[src/rtl/pdm_decimator_if.sv]
// ---------------------------------------------------------------------------
// pdm_decimator_if
// Sample-stream bundle between the PDM decimator and the downstream sample
// path.
//   sample_out  : signed 8-bit recovered level
//   valid_out   : sample_out holds an unconsumed sample
//   ready_in    : downstream accepts (transfer on valid_out & ready_in)
//   overrun_out : one-cycle pulse when an unconsumed sample is overwritten
// Modports: master = decimator side, slave = consumer side.
// ---------------------------------------------------------------------------
interface pdm_decimator_if;
    logic signed [7:0] sample_out;
    logic              valid_out;
    logic              ready_in;
    logic              overrun_out;

    modport master (
        output sample_out,
        output valid_out,
        output overrun_out,
        input  ready_in
    );

    modport slave (
        input  sample_out,
        input  valid_out,
        input  overrun_out,
        output ready_in
    );
endinterface

[src/rtl/pdm_decimator.sv]
// ---------------------------------------------------------------------------
// pdm_decimator
// Recovers signed 8-bit levels from a 1-bit PDM stream using a 2nd-order
// CIC decimator (ratio R = 2^LOG2_DECIM), scaling and saturation, and hands
// them out over a valid/ready stream.
//
// Ports:
//   clk_in    : system clock
//   rst_in    : asynchronous, active-high reset
//   pdm_in    : PDM bit (1 -> +1, 0 -> -1), sampled when tick_in = 1
//   tick_in   : one-cycle sample strobe
//   o_stream  : pdm_decimator_if.master (sample_out, valid_out, ready_in,
//               overrun_out)
//
// Optional build macro PDM_DC_BLOCK_EN: inserts a DC-blocking high-pass
// stage after saturation (one extra clk_in cycle of latency).
// ---------------------------------------------------------------------------
module pdm_decimator #(
    parameter int LOG2_DECIM     = 6,
    parameter int WARMUP_SAMPLES = 2
) (
    input  logic                    clk_in,
    input  logic                    rst_in,
    input  logic                    pdm_in,
    input  logic                    tick_in,
    pdm_decimator_if.master         o_stream
);

    localparam int W     = 2 * LOG2_DECIM + 2;
    localparam int SHIFT = 2 * LOG2_DECIM - 7;
    localparam int WCW   = (WARMUP_SAMPLES < 1) ? 1 : $clog2(WARMUP_SAMPLES + 1);

    localparam logic signed [W-1:0] SAT_HI = W'(127);
    localparam logic signed [W-1:0] SAT_LO = -(W'(128));

    typedef enum logic {
        ST_WARMUP = 1'b0,
        ST_RUN    = 1'b1
    } state_t;

    // CIC state; all registers wrap, the combs cancel the wrap
    logic signed [W-1:0]          r_i1;
    logic signed [W-1:0]          r_i2;
    logic signed [W-1:0]          r_d;
    logic signed [W-1:0]          r_d_prev;
    logic signed [W-1:0]          r_c1_prev;
    logic [LOG2_DECIM-1:0]        r_tick_cnt;
    logic                         r_decim;

    // warm-up control
    state_t                       r_state;
    state_t                       w_state_nxt;
    logic [WCW-1:0]               r_warm_cnt;
    logic [WCW-1:0]               w_warm_nxt;
    logic                         w_deliver;

    // scaled/saturated sample stage
    logic signed [7:0]            r_s;
    logic                         r_s_vld;

    // output register
    logic signed [7:0]            r_sample;
    logic                         r_valid;
    logic                         r_overrun;

    logic signed [W-1:0]          w_x;
    logic                         w_last_tick;
    logic signed [W-1:0]          w_c1;
    logic signed [W-1:0]          w_c2;
    logic signed [W-1:0]          w_scaled;
    logic signed [7:0]            w_sat;
    logic                         w_load;
    logic signed [7:0]            w_load_data;

    assign w_x         = pdm_in ? {{(W-1){1'b0}}, 1'b1} : {W{1'b1}};
    assign w_last_tick = tick_in && (r_tick_cnt == {LOG2_DECIM{1'b1}});

    // Integrators, tick counter and decimation latch
    always_ff @(posedge clk_in or posedge rst_in) begin
        if (rst_in) begin
            r_i1       <= {W{1'b0}};
            r_i2       <= {W{1'b0}};
            r_d        <= {W{1'b0}};
            r_tick_cnt <= {LOG2_DECIM{1'b0}};
            r_decim    <= 1'b0;
        end else begin
            if (tick_in) begin
                r_i1       <= r_i1 + w_x;
                r_i2       <= r_i2 + r_i1;
                r_tick_cnt <= r_tick_cnt + LOG2_DECIM'(1);
            end
            // r_i2 + r_i1 is the post-update integrator-2 value
            if (w_last_tick) begin
                r_d <= r_i2 + r_i1;
            end
            r_decim <= w_last_tick;
        end
    end

    // Comb differences, scaling and saturation
    always_comb begin
        w_c1     = r_d - r_d_prev;
        w_c2     = w_c1 - r_c1_prev;
        w_scaled = w_c2 >>> SHIFT;
        if (w_scaled > SAT_HI) begin
            w_sat = 8'sd127;
        end else if (w_scaled < SAT_LO) begin
            w_sat = -8'sd128;
        end else begin
            w_sat = w_scaled[7:0];
        end
    end

    // Comb delay registers, advanced once per decimated sample
    always_ff @(posedge clk_in or posedge rst_in) begin
        if (rst_in) begin
            r_d_prev  <= {W{1'b0}};
            r_c1_prev <= {W{1'b0}};
        end else if (r_decim) begin
            r_d_prev  <= r_d;
            r_c1_prev <= w_c1;
        end
    end

    // Warm-up FSM state register
    always_ff @(posedge clk_in or posedge rst_in) begin
        if (rst_in) begin
            r_state    <= ST_WARMUP;
            r_warm_cnt <= {WCW{1'b0}};
        end else begin
            r_state    <= w_state_nxt;
            r_warm_cnt <= w_warm_nxt;
        end
    end

    // Warm-up FSM next state: discard the first WARMUP_SAMPLES outputs
    always_comb begin
        w_state_nxt = r_state;
        w_warm_nxt  = r_warm_cnt;
        w_deliver   = 1'b0;
        case (r_state)
            ST_WARMUP: begin
                if (r_decim) begin
                    if (r_warm_cnt >= WCW'(WARMUP_SAMPLES)) begin
                        w_deliver   = 1'b1;
                        w_state_nxt = ST_RUN;
                    end else begin
                        w_warm_nxt = r_warm_cnt + WCW'(1);
                    end
                end else begin
                    w_state_nxt = ST_WARMUP;
                end
            end
            ST_RUN: begin
                w_deliver = r_decim;
            end
            default: begin
                w_state_nxt = ST_WARMUP;
                w_warm_nxt  = {WCW{1'b0}};
            end
        endcase
    end

    // Scaled-sample pipeline register
    always_ff @(posedge clk_in or posedge rst_in) begin
        if (rst_in) begin
            r_s     <= 8'sd0;
            r_s_vld <= 1'b0;
        end else begin
            if (r_decim) begin
                r_s <= w_sat;
            end
            r_s_vld <= w_deliver;
        end
    end

`ifdef PDM_DC_BLOCK_EN
    logic signed [15:0] r_s_prev;
    logic signed [15:0] r_y_prev;
    logic signed [7:0]  r_dc_out;
    logic               r_dc_vld;
    logic signed [15:0] w_s16;
    logic signed [15:0] w_y16;
    logic signed [7:0]  w_y_sat;

    // DC-blocking high-pass: y = s - s_prev + y_prev - y_prev/256
    always_comb begin
        w_s16 = {{8{r_s[7]}}, r_s};
        w_y16 = w_s16 - r_s_prev + r_y_prev - (r_y_prev >>> 8);
        if (w_y16 > 16'sd127) begin
            w_y_sat = 8'sd127;
        end else if (w_y16 < -16'sd128) begin
            w_y_sat = -8'sd128;
        end else begin
            w_y_sat = w_y16[7:0];
        end
    end

    // DC-block history, advanced only on delivered samples
    always_ff @(posedge clk_in or posedge rst_in) begin
        if (rst_in) begin
            r_s_prev <= 16'sd0;
            r_y_prev <= 16'sd0;
            r_dc_out <= 8'sd0;
            r_dc_vld <= 1'b0;
        end else begin
            if (r_s_vld) begin
                r_s_prev <= w_s16;
                r_y_prev <= w_y16;
                r_dc_out <= w_y_sat;
            end
            r_dc_vld <= r_s_vld;
        end
    end

    assign w_load      = r_dc_vld;
    assign w_load_data = r_dc_out;
`else
    assign w_load      = r_s_vld;
    assign w_load_data = r_s;
`endif

    // Output register with overwrite/overrun handling
    always_ff @(posedge clk_in or posedge rst_in) begin
        if (rst_in) begin
            r_sample  <= 8'sd0;
            r_valid   <= 1'b0;
            r_overrun <= 1'b0;
        end else begin
            if (w_load) begin
                r_sample  <= w_load_data;
                r_valid   <= 1'b1;
                // overwrite of an unconsumed sample unless it is taken on this edge
                r_overrun <= r_valid & ~o_stream.ready_in;
            end else begin
                r_overrun <= 1'b0;
                if (r_valid && o_stream.ready_in) begin
                    r_valid <= 1'b0;
                end
            end
        end
    end

    assign o_stream.sample_out  = r_sample;
    assign o_stream.valid_out   = r_valid;
    assign o_stream.overrun_out = r_overrun;

endmodule

[src/flat_wrapper.sv]
// flat-port wrapper written by rule: the top's interface ports become plain ports
module pdm_decimator_flat 
#(
    parameter int LOG2_DECIM     = 6,
    parameter int WARMUP_SAMPLES = 2
)
  (clk_in, rst_in, pdm_in, tick_in, o_stream_sample_out, o_stream_valid_out, o_stream_overrun_out, o_stream_ready_in);
  pdm_decimator_if o_stream_i ();
  input  logic clk_in;
  input  logic rst_in;
  input  logic pdm_in;
  input  logic tick_in;
  output wire logic [$bits(o_stream_i.sample_out)-1:0] o_stream_sample_out;
  output wire logic [$bits(o_stream_i.valid_out)-1:0] o_stream_valid_out;
  output wire logic [$bits(o_stream_i.overrun_out)-1:0] o_stream_overrun_out;
  input wire logic [$bits(o_stream_i.ready_in)-1:0] o_stream_ready_in;
  assign o_stream_sample_out = o_stream_i.sample_out;
  assign o_stream_valid_out = o_stream_i.valid_out;
  assign o_stream_overrun_out = o_stream_i.overrun_out;
  assign o_stream_i.ready_in = o_stream_ready_in;
  pdm_decimator #(.LOG2_DECIM(LOG2_DECIM), .WARMUP_SAMPLES(WARMUP_SAMPLES)) u_core (.clk_in(clk_in), .rst_in(rst_in), .pdm_in(pdm_in), .tick_in(tick_in), .o_stream(o_stream_i));
endmodule
[config.mk]
export PLATFORM = sky130hd
export DESIGN_NAME = pdm_decimator_flat
export DESIGN_NICKNAME = d
export VERILOG_FILES = /design/src/rtl/pdm_decimator_if.sv /design/src/rtl/pdm_decimator.sv /design/src/flat_wrapper.sv
export SDC_FILE = /design/constraint.sdc
export NUM_CORES = 1
export LEC_CHECK = 0
export BUFFER_PORTS_ARGS = -buffer_cell sky130_fd_sc_hd__buf_4
export CAP_MARGIN = 0
export CORE_MARGIN = 3
export CORE_UTILIZATION = 30
export CTS_CLUSTER_SIZE = 14
export DETAILED_ROUTE_END_ITERATION = 8
export SYNTH_ARGS = -nofsm -noshare
export SYNTH_HDL_FRONTEND = slang
export SYNTH_SLANG_ARGS = --single-unit
[constraint.sdc]
create_clock -name clk_in -period 4.8 [get_ports clk_in]
set_clock_uncertainty 0.2 [all_clocks]
set_input_delay 0.48 -clock clk_in [delete_from_list [all_inputs] [get_ports clk_in]]
set_output_delay 0.48 -clock clk_in [all_outputs]
set_load 0.005 [all_outputs]
==> summary.md <==
| Metric | Value |
|---|---|
| Status | `finished, final reports clean` |
| Synth Register Bits | `99` |
| Asr flop ratio synth | `100%` |
| Met2 Use GR | `17.2%` |
| Post-Syn Instances | `594` |
| Type of the most critical hold path | `in2async` |
| Die Y | `148 um` |
| Kind of critical path | `reg2reg` |
| Global routing's busiest layer | `met2` |
| Share of Yosys cell area claimed by the top area cell type | `40.7%` |
| Clk slew on worst S/H paths | `0.07 ns` |
| Initial Util | `30.9%` |
| Req. time, crit path | `4.85 ns` |
| Clk Latency, worst-skew pair | `0.34 ns` |
| Htree depth | `3` |
| Root Driver | `clkbuf_16` |
| Hold Violations, Final | `0` |
| Number of buffers added for setup after CTS | `0` |
| WL final | `10500 um` |
| Mapped Nets | `654` |
| DR DRC count | `0` |
| DRT iter0 DRCs | `165` |
| Met1 Usage GRT | `13.1%` |
| # port buffers | `14` |
| Most common cell in the netlist | `dfrtp_1` |
| Synth warnings | `0` |
| Max transition margin | `50.8%` |
| Setup TNS | `0 ns` |
| Clock Sinks | `99` |
| Multi-input gate area | `3390 um^2` |
| Die Width | `148 um` |
| Core Region | `19700 um^2` |
| Final Instance Area | `6820 um^2` |
| Wire per inst | `11.9 um` |
| Total number of vias | `4126` |
| RSZ-0062 raised after global routing | `false` |
| Resized cells post-CTS | `0` |
| Primary FF master, synth | `dfrtp_1` |
| Overflow after GRT | `0` |
| CP Capture Type | `flop` |
| Remaining antenna violation count | `0` |
| Maxcap violations | `0` |
| DR vias/cell | `4.71` |
| Final setup vio count | `0` |
| Fin. max-slew vios | `0` |
| GR Util met3 | `2.41%` |
| Area after DPL | `6500 um^2` |
| Final core occ | `34.6%` |
| First-pass GRT wire length | `18900 um` |
| Total track usage | `10.2%` |
| Crit path launch type | `flop` |
| Hold_ws | `0.0607 ns` |
| CTS max path bufs | `2` |
| Vias in the first global route | `4123` |
| Syn avg cell area | `10.3 um^2` |
| Final Net Count | `667` |
| Largest area contributor in the netlist | `dfrtp_1` |
| Critical-path maximum fanout | `5` |
| Area delta synth->final | `12.1%` |
| Library cells used by synthesis | `61` |
| Tcrit/Tclk final | `89.2%` |
| Inserted Clock Buffers | `9` |
| Io pins | `15` |
| Largest net degree at the start of global routing | `70` |
| Arr. time, crit path | `4.33 ns` |
| Post-synth EDFFs | `0` |
| Most frequent cells after synthesis | `dfrtp_1, ha_1, mux2_2, inv_1` |
| Synth top area cells | `dfrtp_1, ha_1, mux2_2` |
| Share of layout cells above drive strength 1 | `16.7%` |
| Worst Max-Slew Pin Slew | `0.737 ns` |
| Diode count | `0` |
| HPWL after detailed placement | `7600 um` |
| Drt pass-1 iters | `6` |
| Sequential element share of the synthesized area | `40.7%` |
| FILL cells | `1981` |
| Period minus WS final | `4.28 ns` |
| Seq. cell area | `2480 um^2` |
| Std-Cell Rows | `51` |
| Antenna violations before repair | `0` |
| TritonCTS clock tree | `done` |
| Die footprint | `22000 um^2` |
| Fmax achieved | `0.234 GHz` |
| GP Congestion | `0.774` |
| CTS Hold Bufs | `0` |
| Post-Syn Area | `6090 um^2` |
cell families after synthesis:
kind of cell / count (synthesis) / synth area share [%]
AO/OA/AOI/OAI: 146 / 16.1
XOR/XNOR: 51 / 7.71
adder cells (fa/ha/maj): 55 / 11.7
buffers and inverters: 58 / 3.57
flip-flops: 99 / 40.7
multiplexers: 50 / 9.23
AND/OR/NAND/NOR: 135 / 11.0
flip-flops by register name, indices dropped and copies added, names as in the netlist:
signal	count
u_core.r_i2	14
u_core.r_i1	14
u_core.r_s_vld	1
u_core.o_stream.valid_out	1
u_core.r_c1_prev	14
u_core.r_state	1
u_core.r_tick_cnt	6
u_core.r_d_prev	14
u_core.r_warm_cnt	2
u_core.o_stream.overrun_out	1
u_core.o_stream.sample_out	8
u_core.r_s	8
u_core.r_decim	1
u_core.r_d	14
worst paths after layout:
check | to | slack (ns) | cells after the start | startpoint
worst max register to register | u_core.r_s[5]$_DFFE_PP0P_ | 0.52 | 17 | u_core.r_d_prev[0]$_DFFE_PP0P_
worst min register to register | u_core.r_tick_cnt[5]$_DFFE_PP0P_ | 0.28 | 1 | u_core.r_tick_cnt[5]$_DFFE_PP0P_
max in group asynchronous | u_core.r_decim$_DFF_PP0_ | 3.35 | 3 | rst_in
min in group clk_in | u_core.o_stream.valid_out$_DFFE_PP0P_ | 0.25 | 3 | o_stream_ready_in
worst max-delay path | u_core.r_s[5]$_DFFE_PP0P_ | 0.52 | 17 | u_core.r_d_prev[0]$_DFFE_PP0P_
worst min-delay path | u_core.r_tick_cnt[2]$_DFFE_PP0P_ | 0.06 | 2 | rst_in
metal layers:
| metal | share of wire, % | wire (um) | vias up |
|---|---|---|---|
| met5 | 0 | 0 | - |
| met4 | 1.4 | 148 | 0 |
| met3 | 2.4 | 251 | 10 |
| met2 | 46 | 4790 | 31 |
| met1 | 50 | 5270 | 1945 |
| li1 | - | - | 2140 |
placed cells by master, fill, tap and decap left out, drive strengths merged, types with 5 or more instances in the layout:
cell type / synthesis / final
nor2: 28 / 28
nand2: 41 / 41
nand3: 10 / 10
o21a: 10 / 10
a21oi: 38 / 38
inv: 42 / 43
a31oi: 5 / 5
a21o: 7 / 7
o21ai: 40 / 40
xor2: 15 / 15
dfrtp: 99 / 99
xnor2: 35 / 35
and3: 6 / 6
or2: 7 / 7
nor3: 13 / 13
clkbuf: 12 / 10
mux2: 46 / 46
a211oi: 7 / 7
ha: 52 / 52
buf: 4 / 18
nor2b: 10 / 10
through the flow:
| step | setup slack (ns) | cells |
|---|---|---|
| after CTS | 0.500 | 876 |
| after floorplan | 0.912 | 594 |
| after detailed placement | 0.541 | 861 |
| after global routing | 0.238 | 876 |
| final | 0.519 | 876 |
| after global placement | 0.662 | 861 |
final cells by class:
class,instances,area share [%]
Sequential cell,99,36.3
Multi-Input combinational cell,437,49.7
Tap cell,265,4.86
Timing Repair Buffer,18,1.98
Inverter,42,2.35
Clock inverter,5,1.25
Clock buffer,10,3.50
critical path: stages, from the launching register on:
cell      delay, ns
dfrtp_1        0.38
ha_1           0.26
fa_1           0.42
nor2b_1        0.13
o21a_1         0.13
o21ai_0        0.10
a21oi_1        0.20
a41oi_1        0.17
nor2b_1        0.18
xnor2_1        0.15
ha_1           0.33
o21a_1         0.15
nand2_1        0.06
o31ai_2        0.36
nor2_1         0.16
a21bo_2        0.25
mux2_4         0.28
a221oi_2       0.26
Power is not shown: default switching activity piles up to over one toggle a cycle in this logic, so the estimate is an artifact.
